## src/rtl/instruction_fetch_stage_if.sv

```systemverilog
// Fetch-stage boundary signals: PC stage handshake, instruction memory read port and decode feed.
// master = surrounding pipeline/memory, slave = the fetch stage.
interface instruction_fetch_stage_if #(
  parameter int ADDRESS_WIDTH = 32,
  parameter int DATA_WIDTH    = 32
);
  logic [ADDRESS_WIDTH-1:0] pc;
  logic                     pc_valid;
  logic                     pc_mispredict_select;
  logic                     stall_programe_counter_stage;
  logic                     mem_req;
  logic [ADDRESS_WIDTH-1:0] mem_addr;
  logic                     mem_ready;
  logic                     mem_rvalid;
  logic [DATA_WIDTH-1:0]    mem_rdata;
  logic                     stall_decoding_stage;
  logic [DATA_WIDTH-1:0]    instruction;
  logic [ADDRESS_WIDTH-1:0] pc_decoding;
  logic                     instruction_valid;

  modport master (
    output pc, pc_valid, pc_mispredict_select, mem_ready, mem_rvalid, mem_rdata,
           stall_decoding_stage,
    input  stall_programe_counter_stage, mem_req, mem_addr, instruction, pc_decoding,
           instruction_valid
  );

  modport slave (
    input  pc, pc_valid, pc_mispredict_select, mem_ready, mem_rvalid, mem_rdata,
           stall_decoding_stage,
    output stall_programe_counter_stage, mem_req, mem_addr, instruction, pc_decoding,
           instruction_valid
  );
endinterface

```

## src/rtl/instruction_fetch_stage.sv

```systemverilog
// Fetch stage: one outstanding instruction-memory read, small PC/word FIFO toward decode.
// Optional macro FETCH_BYPASS_EN forwards a response straight to decode when the FIFO is empty.
//
// state      | meaning
// S_IDLE     | no read outstanding; may issue when PC valid and FIFO has room
// S_WAIT     | read outstanding; response is pushed (or bypassed)
// S_FLUSH_WAIT | read outstanding on the wrong path; response is dropped
module instruction_fetch_stage #(
  parameter int                 ADDRESS_WIDTH   = 32,
  parameter int                 DATA_WIDTH      = 32,
  parameter int                 FIFO_DEPTH      = 4,
  parameter int                 FIFO_PTR_WIDTH  = 2,
  parameter logic [DATA_WIDTH-1:0] NOP_INSTRUCTION = 32'h00000013
) (
  input logic                      clk_i,
  input logic                      rst_n_i,
  instruction_fetch_stage_if.slave bus
);

  localparam logic [1:0] S_IDLE       = 2'd0;
  localparam logic [1:0] S_WAIT       = 2'd1;
  localparam logic [1:0] S_FLUSH_WAIT = 2'd2;

  localparam logic [FIFO_PTR_WIDTH:0] DEPTH_C = (FIFO_PTR_WIDTH + 1)'(FIFO_DEPTH);

  logic [1:0]                state_q, state_d;
  logic [ADDRESS_WIDTH-1:0]  inflight_pc_q, inflight_pc_d;
  logic [FIFO_PTR_WIDTH-1:0] wr_ptr_q, wr_ptr_d, rd_ptr_q, rd_ptr_d;
  logic [FIFO_PTR_WIDTH:0]   count_q, count_d;
  logic [ADDRESS_WIDTH-1:0]  pc_mem_q   [FIFO_DEPTH];
  logic [DATA_WIDTH-1:0]     data_mem_q [FIFO_DEPTH];

  logic flush, fifo_empty, room, mem_req, accept, rsp, push, pop;
  logic bypass_hit, bypass_taken;

  assign flush      = bus.pc_mispredict_select;
  assign fifo_empty = (count_q == '0);
  assign room       = (count_q < DEPTH_C);
  // Gated by reset so nothing is requested while the block is held in reset.
  assign mem_req    = rst_n_i & (state_q == S_IDLE) & bus.pc_valid & room & ~flush;
  assign accept     = mem_req & bus.mem_ready;
  assign rsp        = (state_q == S_WAIT) & bus.mem_rvalid;

`ifdef FETCH_BYPASS_EN
  assign bypass_hit   = rsp & fifo_empty & ~flush;
  assign bypass_taken = bypass_hit & ~bus.stall_decoding_stage;
`else
  assign bypass_hit   = 1'b0;
  assign bypass_taken = 1'b0;
`endif

  assign push = rsp & ~flush & ~bypass_taken;
  assign pop  = ~fifo_empty & ~bus.stall_decoding_stage & ~flush;

  assign bus.mem_req  = mem_req;
  assign bus.mem_addr = bus.pc;
  // A redirect must always be loaded by the PC stage, so it is never stalled then.
  assign bus.stall_programe_counter_stage = ~rst_n_i | (~flush & ~accept);

  assign bus.instruction_valid = ~fifo_empty | bypass_hit;
  assign bus.instruction = ~fifo_empty ? data_mem_q[rd_ptr_q] :
                           bypass_hit  ? bus.mem_rdata : NOP_INSTRUCTION;
  assign bus.pc_decoding = ~fifo_empty ? pc_mem_q[rd_ptr_q] :
                           bypass_hit  ? inflight_pc_q : '0;

  always_comb begin
    state_d       = state_q;
    inflight_pc_d = inflight_pc_q;
    unique case (state_q)
      S_IDLE: begin
        if (accept) begin
          inflight_pc_d = bus.pc;
          state_d       = S_WAIT;
        end
      end
      S_WAIT: begin
        if (bus.mem_rvalid)  state_d = S_IDLE;
        else if (flush)      state_d = S_FLUSH_WAIT;
      end
      S_FLUSH_WAIT: begin
        if (bus.mem_rvalid)  state_d = S_IDLE;
      end
      default: state_d = S_IDLE;
    endcase
  end

  always_comb begin
    wr_ptr_d = wr_ptr_q;
    rd_ptr_d = rd_ptr_q;
    count_d  = count_q;
    if (flush) begin
      wr_ptr_d = '0;
      rd_ptr_d = '0;
      count_d  = '0;
    end else begin
      if (push) wr_ptr_d = wr_ptr_q + 1'b1;
      if (pop)  rd_ptr_d = rd_ptr_q + 1'b1;
      count_d = count_q + (FIFO_PTR_WIDTH + 1)'(push) - (FIFO_PTR_WIDTH + 1)'(pop);
    end
  end

  always_ff @(posedge clk_i or negedge rst_n_i) begin
    if (!rst_n_i) begin
      state_q       <= S_IDLE;
      inflight_pc_q <= '0;
      wr_ptr_q      <= '0;
      rd_ptr_q      <= '0;
      count_q       <= '0;
    end else begin
      state_q       <= state_d;
      inflight_pc_q <= inflight_pc_d;
      wr_ptr_q      <= wr_ptr_d;
      rd_ptr_q      <= rd_ptr_d;
      count_q       <= count_d;
    end
  end

  always_ff @(posedge clk_i) begin
    if (push) begin
      pc_mem_q[wr_ptr_q]   <= inflight_pc_q;
      data_mem_q[wr_ptr_q] <= bus.mem_rdata;
    end
  end

endmodule

```

## src/flat_wrapper.sv

```systemverilog
// flat-port wrapper written by rule: the top's interface ports become plain ports
module instruction_fetch_stage_flat 
#(
  parameter int                 ADDRESS_WIDTH   = 32,
  parameter int                 DATA_WIDTH      = 32,
  parameter int                 FIFO_DEPTH      = 4,
  parameter int                 FIFO_PTR_WIDTH  = 2,
  parameter logic [DATA_WIDTH-1:0] NOP_INSTRUCTION = 32'h00000013
)
  (clk_i, rst_n_i, bus_pc, bus_pc_valid, bus_pc_mispredict_select, bus_mem_ready, bus_mem_rvalid, bus_mem_rdata, bus_stall_decoding_stage, bus_stall_programe_counter_stage, bus_mem_req, bus_mem_addr, bus_instruction, bus_pc_decoding, bus_instruction_valid);
  instruction_fetch_stage_if #(.ADDRESS_WIDTH(ADDRESS_WIDTH), .DATA_WIDTH(DATA_WIDTH)) bus_i ();
  input logic clk_i;
  input logic rst_n_i;
  input wire logic [$bits(bus_i.pc)-1:0] bus_pc;
  input wire logic [$bits(bus_i.pc_valid)-1:0] bus_pc_valid;
  input wire logic [$bits(bus_i.pc_mispredict_select)-1:0] bus_pc_mispredict_select;
  input wire logic [$bits(bus_i.mem_ready)-1:0] bus_mem_ready;
  input wire logic [$bits(bus_i.mem_rvalid)-1:0] bus_mem_rvalid;
  input wire logic [$bits(bus_i.mem_rdata)-1:0] bus_mem_rdata;
  input wire logic [$bits(bus_i.stall_decoding_stage)-1:0] bus_stall_decoding_stage;
  output wire logic [$bits(bus_i.stall_programe_counter_stage)-1:0] bus_stall_programe_counter_stage;
  output wire logic [$bits(bus_i.mem_req)-1:0] bus_mem_req;
  output wire logic [$bits(bus_i.mem_addr)-1:0] bus_mem_addr;
  output wire logic [$bits(bus_i.instruction)-1:0] bus_instruction;
  output wire logic [$bits(bus_i.pc_decoding)-1:0] bus_pc_decoding;
  output wire logic [$bits(bus_i.instruction_valid)-1:0] bus_instruction_valid;
  assign bus_i.pc = bus_pc;
  assign bus_i.pc_valid = bus_pc_valid;
  assign bus_i.pc_mispredict_select = bus_pc_mispredict_select;
  assign bus_i.mem_ready = bus_mem_ready;
  assign bus_i.mem_rvalid = bus_mem_rvalid;
  assign bus_i.mem_rdata = bus_mem_rdata;
  assign bus_i.stall_decoding_stage = bus_stall_decoding_stage;
  assign bus_stall_programe_counter_stage = bus_i.stall_programe_counter_stage;
  assign bus_mem_req = bus_i.mem_req;
  assign bus_mem_addr = bus_i.mem_addr;
  assign bus_instruction = bus_i.instruction;
  assign bus_pc_decoding = bus_i.pc_decoding;
  assign bus_instruction_valid = bus_i.instruction_valid;
  instruction_fetch_stage #(.ADDRESS_WIDTH(ADDRESS_WIDTH), .DATA_WIDTH(DATA_WIDTH), .FIFO_DEPTH(FIFO_DEPTH), .FIFO_PTR_WIDTH(FIFO_PTR_WIDTH), .NOP_INSTRUCTION(NOP_INSTRUCTION)) u_core (.clk_i(clk_i), .rst_n_i(rst_n_i), .bus(bus_i));
endmodule
```

## config.mk

```make
export PLATFORM = sky130hd
export DESIGN_NAME = instruction_fetch_stage_flat
export DESIGN_NICKNAME = d
export VERILOG_FILES = /design/src/rtl/instruction_fetch_stage_if.sv /design/src/rtl/instruction_fetch_stage.sv /design/src/flat_wrapper.sv
export SDC_FILE = /design/constraint.sdc
export NUM_CORES = 1
export LEC_CHECK = 0
export CORE_ASPECT_RATIO = 1.75
export CORE_MARGIN = 3
export CORE_UTILIZATION = 42
export DETAILED_ROUTE_END_ITERATION = 10
export HOLD_SLACK_MARGIN = 0.02
export PLACE_DENSITY = 0.71
export SYNTH_ARGS = -nofsm -noshare
export SYNTH_HDL_FRONTEND = slang
export SYNTH_SLANG_ARGS = --single-unit
```

## constraint.sdc

```tcl
create_clock -name clk_i -period 3.8 [get_ports clk_i]
set_input_delay 0.76 -clock clk_i [delete_from_list [all_inputs] [get_ports clk_i]]
set_output_delay 0.76 -clock clk_i [all_outputs]
set_load 0.03 [all_outputs]
```

Yosys cells after proc, flatten, opt, wreduce, memory -nomap -nowiden
Memory sizes are Yosys's and may differ from the RTL's. Index checks and enable logic that the tools add are counted. W data, S select, Z words.

$lt $le $gt $ge: 1. Reduce and logical (&&, ||, !) cells: 6. Bitwise logic cells: 16. Multiplexer cells: 14. Equality and inequality tests: 5. $add $sub $neg: 4.

Operators with widths (number): $mux W32 (2); $mux W2 (8); $and A1 B1 Y1 (10); $pmux W2 S3 (1); $not A1 Y1 (5); $add A2 B1 Y2 const B (2); $reduce_bool A2 Y1 (2); $add A3 B1 Y3 (1); $logic_not A3 Y1 (1); $lt A3 B3 Y1 const B (1); $mux W3 (1); $ne A3 B3 Y1 const B (1); $reduce_and A3 Y1 (1); $sub A3 B1 Y3 (1); $eq A2 B1 Y1 const B (1); $eq A2 B2 Y1 const B (1); $logic_not A2 Y1 (1); $mux W1 (2); $ne A2 B1 Y1 const B (1); $ne A2 B2 Y1 const B (1); $reduce_and A2 Y1 (1); $or A1 B1 Y1 (1).

Memories kept: 2. Register bits: 41. Output and inout bits: 99. Bits in writable memories: 256. Logic and storage cells: 53. Input bits: 71.

Memory list: u_core.data_mem_q (words 4, width 32, read ports 1, clocked after memory_dff 0, wr ports 1, line instruction_fetch_stage.sv:31) `logic [DATA_WIDTH-1:0] data_mem_q [FIFO_DEPTH];`; u_core.pc_mem_q (words 4, width 32, read ports 1, clocked after memory_dff 0, wr ports 1, line instruction_fetch_stage.sv:30) `logic [ADDRESS_WIDTH-1:0] pc_mem_q [FIFO_DEPTH];`.

Logic depth before layout (Yosys ltp)
Gate-level depths: netlist of run 1.

Depth after elaboration: 9. Gate-level depth with buffers: 10. Depth with buffers taken out: 10.

Worst setup path after synthesis of run 1
Ideal clock, no wire load.

Path type: input port to flip-flop. From: in bus_pc_mispredict_select. To: mem u_core.data_mem_q[0][0] (enable). Required time: 3371 ps. Path buffers: 0. Library setup time: 429 ps. Stages: 2. Arrival: 2595 ps. Path slack: 776 ps. Path through: and4bb_2 -> and2_1.

Longest elaborated chain between the ends: 4.

Ends and longest elaborated chain: start, declared (line flat_wrapper.sv:16) `input wire logic [$bits(bus_i.pc_mispredict_select)-1:0] bus_pc_mispredict_select;`; $not A1 Y1 (line instruction_fetch_stage.sv:52) `assign push = rsp & ~flush & ~bypass_taken;`; $and A1 B1 Y1 (line instruction_fetch_stage.sv:52); $mux W1 (line instruction_fetch_stage.sv:119) `if (push) begin`; $mux W1 (implied by the code) (line instruction_fetch_stage.sv:121) `data_mem_q[wr_ptr_q] <= bus.mem_rdata;`; end, declared (line instruction_fetch_stage.sv:31).

No other way between the ends.

Worst setup path after layout of run 1
From: reg u_core.rd_ptr_q[1]. To: out bus_instruction[4].

Longest elaborated chain between the ends: 2.

Ends and longest elaborated chain: start, declared (line instruction_fetch_stage.sv:28) `logic [FIFO_PTR_WIDTH-1:0] wr_ptr_q, wr_ptr_d, rd_ptr_q, rd_ptr_d;`; start signal, assigned (line instruction_fetch_stage.sv:113) `rd_ptr_q <= rd_ptr_d;`; $mem_v2 Z4 W32; $mux W32 (line instruction_fetch_stage.sv:61) `assign bus.instruction = ~fifo_empty ? data_mem_q[rd_ptr_q] :`; end, declared (line flat_wrapper.sv:24) `output wire logic [$bits(bus_i.instruction)-1:0] bus_instruction;`.

No other way between the ends.

==> results.py, run 1 <==
metrics = {
    "timing": {
        "hold_ws_ns": 0.480,
        "setup_viol": 0,
        "finalHoldViolations": 0,
        "timing.setup.tns_ns": 0,
        "rsz0062_at_grt": "no",
        "fin_skew_ns": 0.00649,
        "tightest_slew_ns": 1.00,
        "fmax_mhz": 276,
        "slew_viol_final": 0,
        "relSlewSlack_pct": 33.2,
        "post-route-period-util_pct": 95.5,
        "layout_setup_ws_ns": 0.172,
        "period_needed_ns": 3.63,
    },
    "detailed_routing": {
        "drtPass1Iterations": 4,
        "wl_per_cell_um": 21.0,
        "vias_per_cell": 5.07,
        "remaining_drc_errors": 0,
        "drtIter0Drc": 335,
        "drtAntennaViolNets": 0,
        "totalWireLength_um": 23100,
        "vias": 5593,
    },
    "worst_setup_path": {
        "crit_path_start": "u_core.rd_ptr_q[1]",
        "arrival_ns": 2.87,
        "r2r_cells": 11,
        "crit_path_end_kind": "primary output",
        "path_class": "flop to primary output",
        "worstPathRequired_ns": 3.04,
        "critPathMaxFanout": 66,
        "r2r-start": "u_core.count_q[1]",
        "start_kind": "flop",
    },
    "die": {
        "io_pins": 170,
        "die-area_mm2": 0.0300,
        "start_util_pct": 42.8,
        "die_w_um": 132,
        "die_y_um": 227,
        "placement_rows": 80,
        "coreArea_mm2": 0.0273,
    },
    "placement": {
        "place_ws_ns": 0.552,
        "placed_area_mm2": 0.0136,
        "dp_cells": 1055,
        "dp_hpwl_um": 14700,
        "portBuffers": 169,
        "place_congestion": 0.717,
    },
    "synthesis": {
        "synth_top_area_share_pct": 65.7,
        "yosys-top-cells-area": "edfxtp_1 66%, mux4_2 12%, dfrtp_1 8.8%",
        "yosys_warnings": 0,
        "yosysMostFrequentCell": "edfxtp_1",
        "synthFlopType": "edfxtp_1",
        "ys_types": 34,
        "synth_edf_count": 256,
        "syn-mean-instance-area_um2": 20.8,
        "synth_nets": 640,
        "ys_seq_elements": 297,
        "seq_area_frac_synth_pct": 74.4,
        "synthTopCellsByCount": "256 x edfxtp_1, 66 x and2_1, 64 x mux4_2",
        "yosysTopAreaCell": "edfxtp_1",
        "synthCells": 562,
        "synthArstFlopShare_pct": 13.8,
        "synth_area_mm2": 0.0117,
    },
    "layout": {
        "synthToLayoutAreaGrowth_pct": 24.1,
        "diodes": 0,
        "multi_input_area_mm2": 0.00254,
        "design_area_mm2": 0.0145,
        "layout-drive-gt1-share_pct": 21.7,
        "nets": 792,
        "ff_latch_area_mm2": 0.00872,
        "fillCellCount": 2081,
        "final_cell_count_no_fill": 1103,
    },
    "power_and_ir_drop": {
        "ir_worst_vdd_mv": 0.400,
        "cellPowerDensity_mw_per_mm2": 656,
        "internal_power_mw": 6.75,
        "combPwrFrac_pct": 27.2,
        "pwr-share-clk_pct": 28.9,
        "p_leak_nw": 4.78,
        "p_sw_share_pct": 29.2,
        "pwr-share-seq_pct": 43.9,
        "p_switching_mw": 2.78,
    },
    "clock_network": {
        "cts_setup_buffers": 0,
        "clk-insertion-delay-late_ns": 0.52,
        "cts_buffer_depth": 3,
        "cts_resized": 0,
        "cts_buffers": 26,
        "cts_max_level": 1,
        "cts_root_buf": "clkbuf_16",
        "cts_tree": "done",
        "clock-sinks": 297,
        "cts_hold_buffers": 0,
        "clk_pin_slew_worst_paths_ns": 0.06,
    },
    "worst_hold_path": {
        "min_path_type": "input pin to asynchronous set/reset pin",
    },
    "global_routing": {
        "antenna_found_initial": 1,
        "grt_pass1_wl_um": 35500,
        "grt_pass1_vias": 6282,
        "grt_max_degree": 67,
        "grt-ovfl-total": 0,
        "grt_use_total_pct": 15.5,
    },
    "outcome": {
        "status": "complete, no violations",
    },
    "run": {
        "max-cap-violations": 0,
    },
}
[layer usage]
| layer | share of wire, % | vias up | GRT usage [%] | wire [µm] |
|---|---|---|---|---|
| li1 | - | 2470 | - | - |
| met1 | 36 | 2914 | 17.1 | 8280 |
| met2 | 57 | 168 | 29.9 | 13200 |
| met3 | 4.4 | 39 | 2.49 | 1020 |
| met4 | 2.7 | 2 | 5.60 | 627 |
| met5 | 0.086 | - | 0 | 20 |
[through the flow]
step	util [%]	power, mW
2_1_floorplan	-	5.81
3_3_place_gp	49.8	6.83
3_5_place_dp	49.8	6.89
4_1_cts	53.2	9.64
5_1_grt	53.2	9.93
6_report	53.2	9.52
[worst max-delay path, stage by stage (launching register included)]
cell             delay [ns]
dfrtp_4                1.09
mux4_2                 0.41
or2_1                  0.22
clkdlybuf4s50_1        0.60
[layout make-up]
| type | count | share of cell area, % |
|---|---|---|
| clock buffers | 35 | 5.49 |
| clock inverters | 13 | 0.861 |
| inverters | 6 | 0.155 |
| multi-input cells | 201 | 17.5 |
| flip-flops and latches | 297 | 60.0 |
| well taps | 369 | 3.18 |
| repair buffers | 182 | 12.8 |
[cells by family after synthesis]
logic type	Yosys count	synth area share, %
mux	97	15.5
compound gates	6	0.256
fa+ha+maj	7	0.812
simple gates	89	4.91
xor+xnor	2	0.150
buf+inv	64	3.94
flops	297	74.4
[state kept, by name, indices dropped and copies added (netlist names)]
name                  cells
u_core.inflight_pc_q     32
u_core.state_q            2
u_core.count_q            3
u_core.data_mem_q       128
u_core.pc_mem_q         128
u_core.rd_ptr_q           2
u_core.wr_ptr_q           2
[cell usage in the layout (no fill, tap or decap), drive strengths merged, types with 2 or more instances in the layout]
master	count
nor4b	2
inv	8
o21ai	3
mux2	32
mux4	64
nand2b	2
nor2	4
nor3	3
or3	2
clkinvlp	2
dfrtp	41
bufinv	2
ha	6
clkbuf	35
nand3b	2
edfxtp	256
a21oi	3
and2	66
clkdlybuf4s50	168
buf	14
clkinv	7
or2	4
[power groups by stage]
stage / Sequential, mW / Clock, mW / Combinational [mW]
after global routing: 4.22 / 2.95 / 2.76
final: 4.18 / 2.75 / 2.59
after global placement: 4.22 / 0 / 2.62
after floorplan: 4.11 / 0 / 1.70
after CTS: 4.18 / 2.81 / 2.65
after detailed placement: 4.25 / 0 / 2.64
[worst paths after layout]
check / slack, ns / to
max: 0.17 / bus_instruction[4]
min: 0.48 / u_core.wr_ptr_q[0]
max reg2reg: 1.36 / u_core.count_q[2]
min reg2reg: 0.51 / u_core.pc_mem_q[1][11]
max in group asynchronous: 2.88 / u_core.rd_ptr_q[1]
min in group clk_i: 0.51 / u_core.pc_mem_q[1][11]
Note: power is estimated with default switching activity, not from simulation.
==> inputs of run 2 (changes only) <==
Settings changed: TNS_END_PERCENT set to 50.
==> results of run 2 <==
No change in the layout: final DEF, timing and power equal those of run 1.
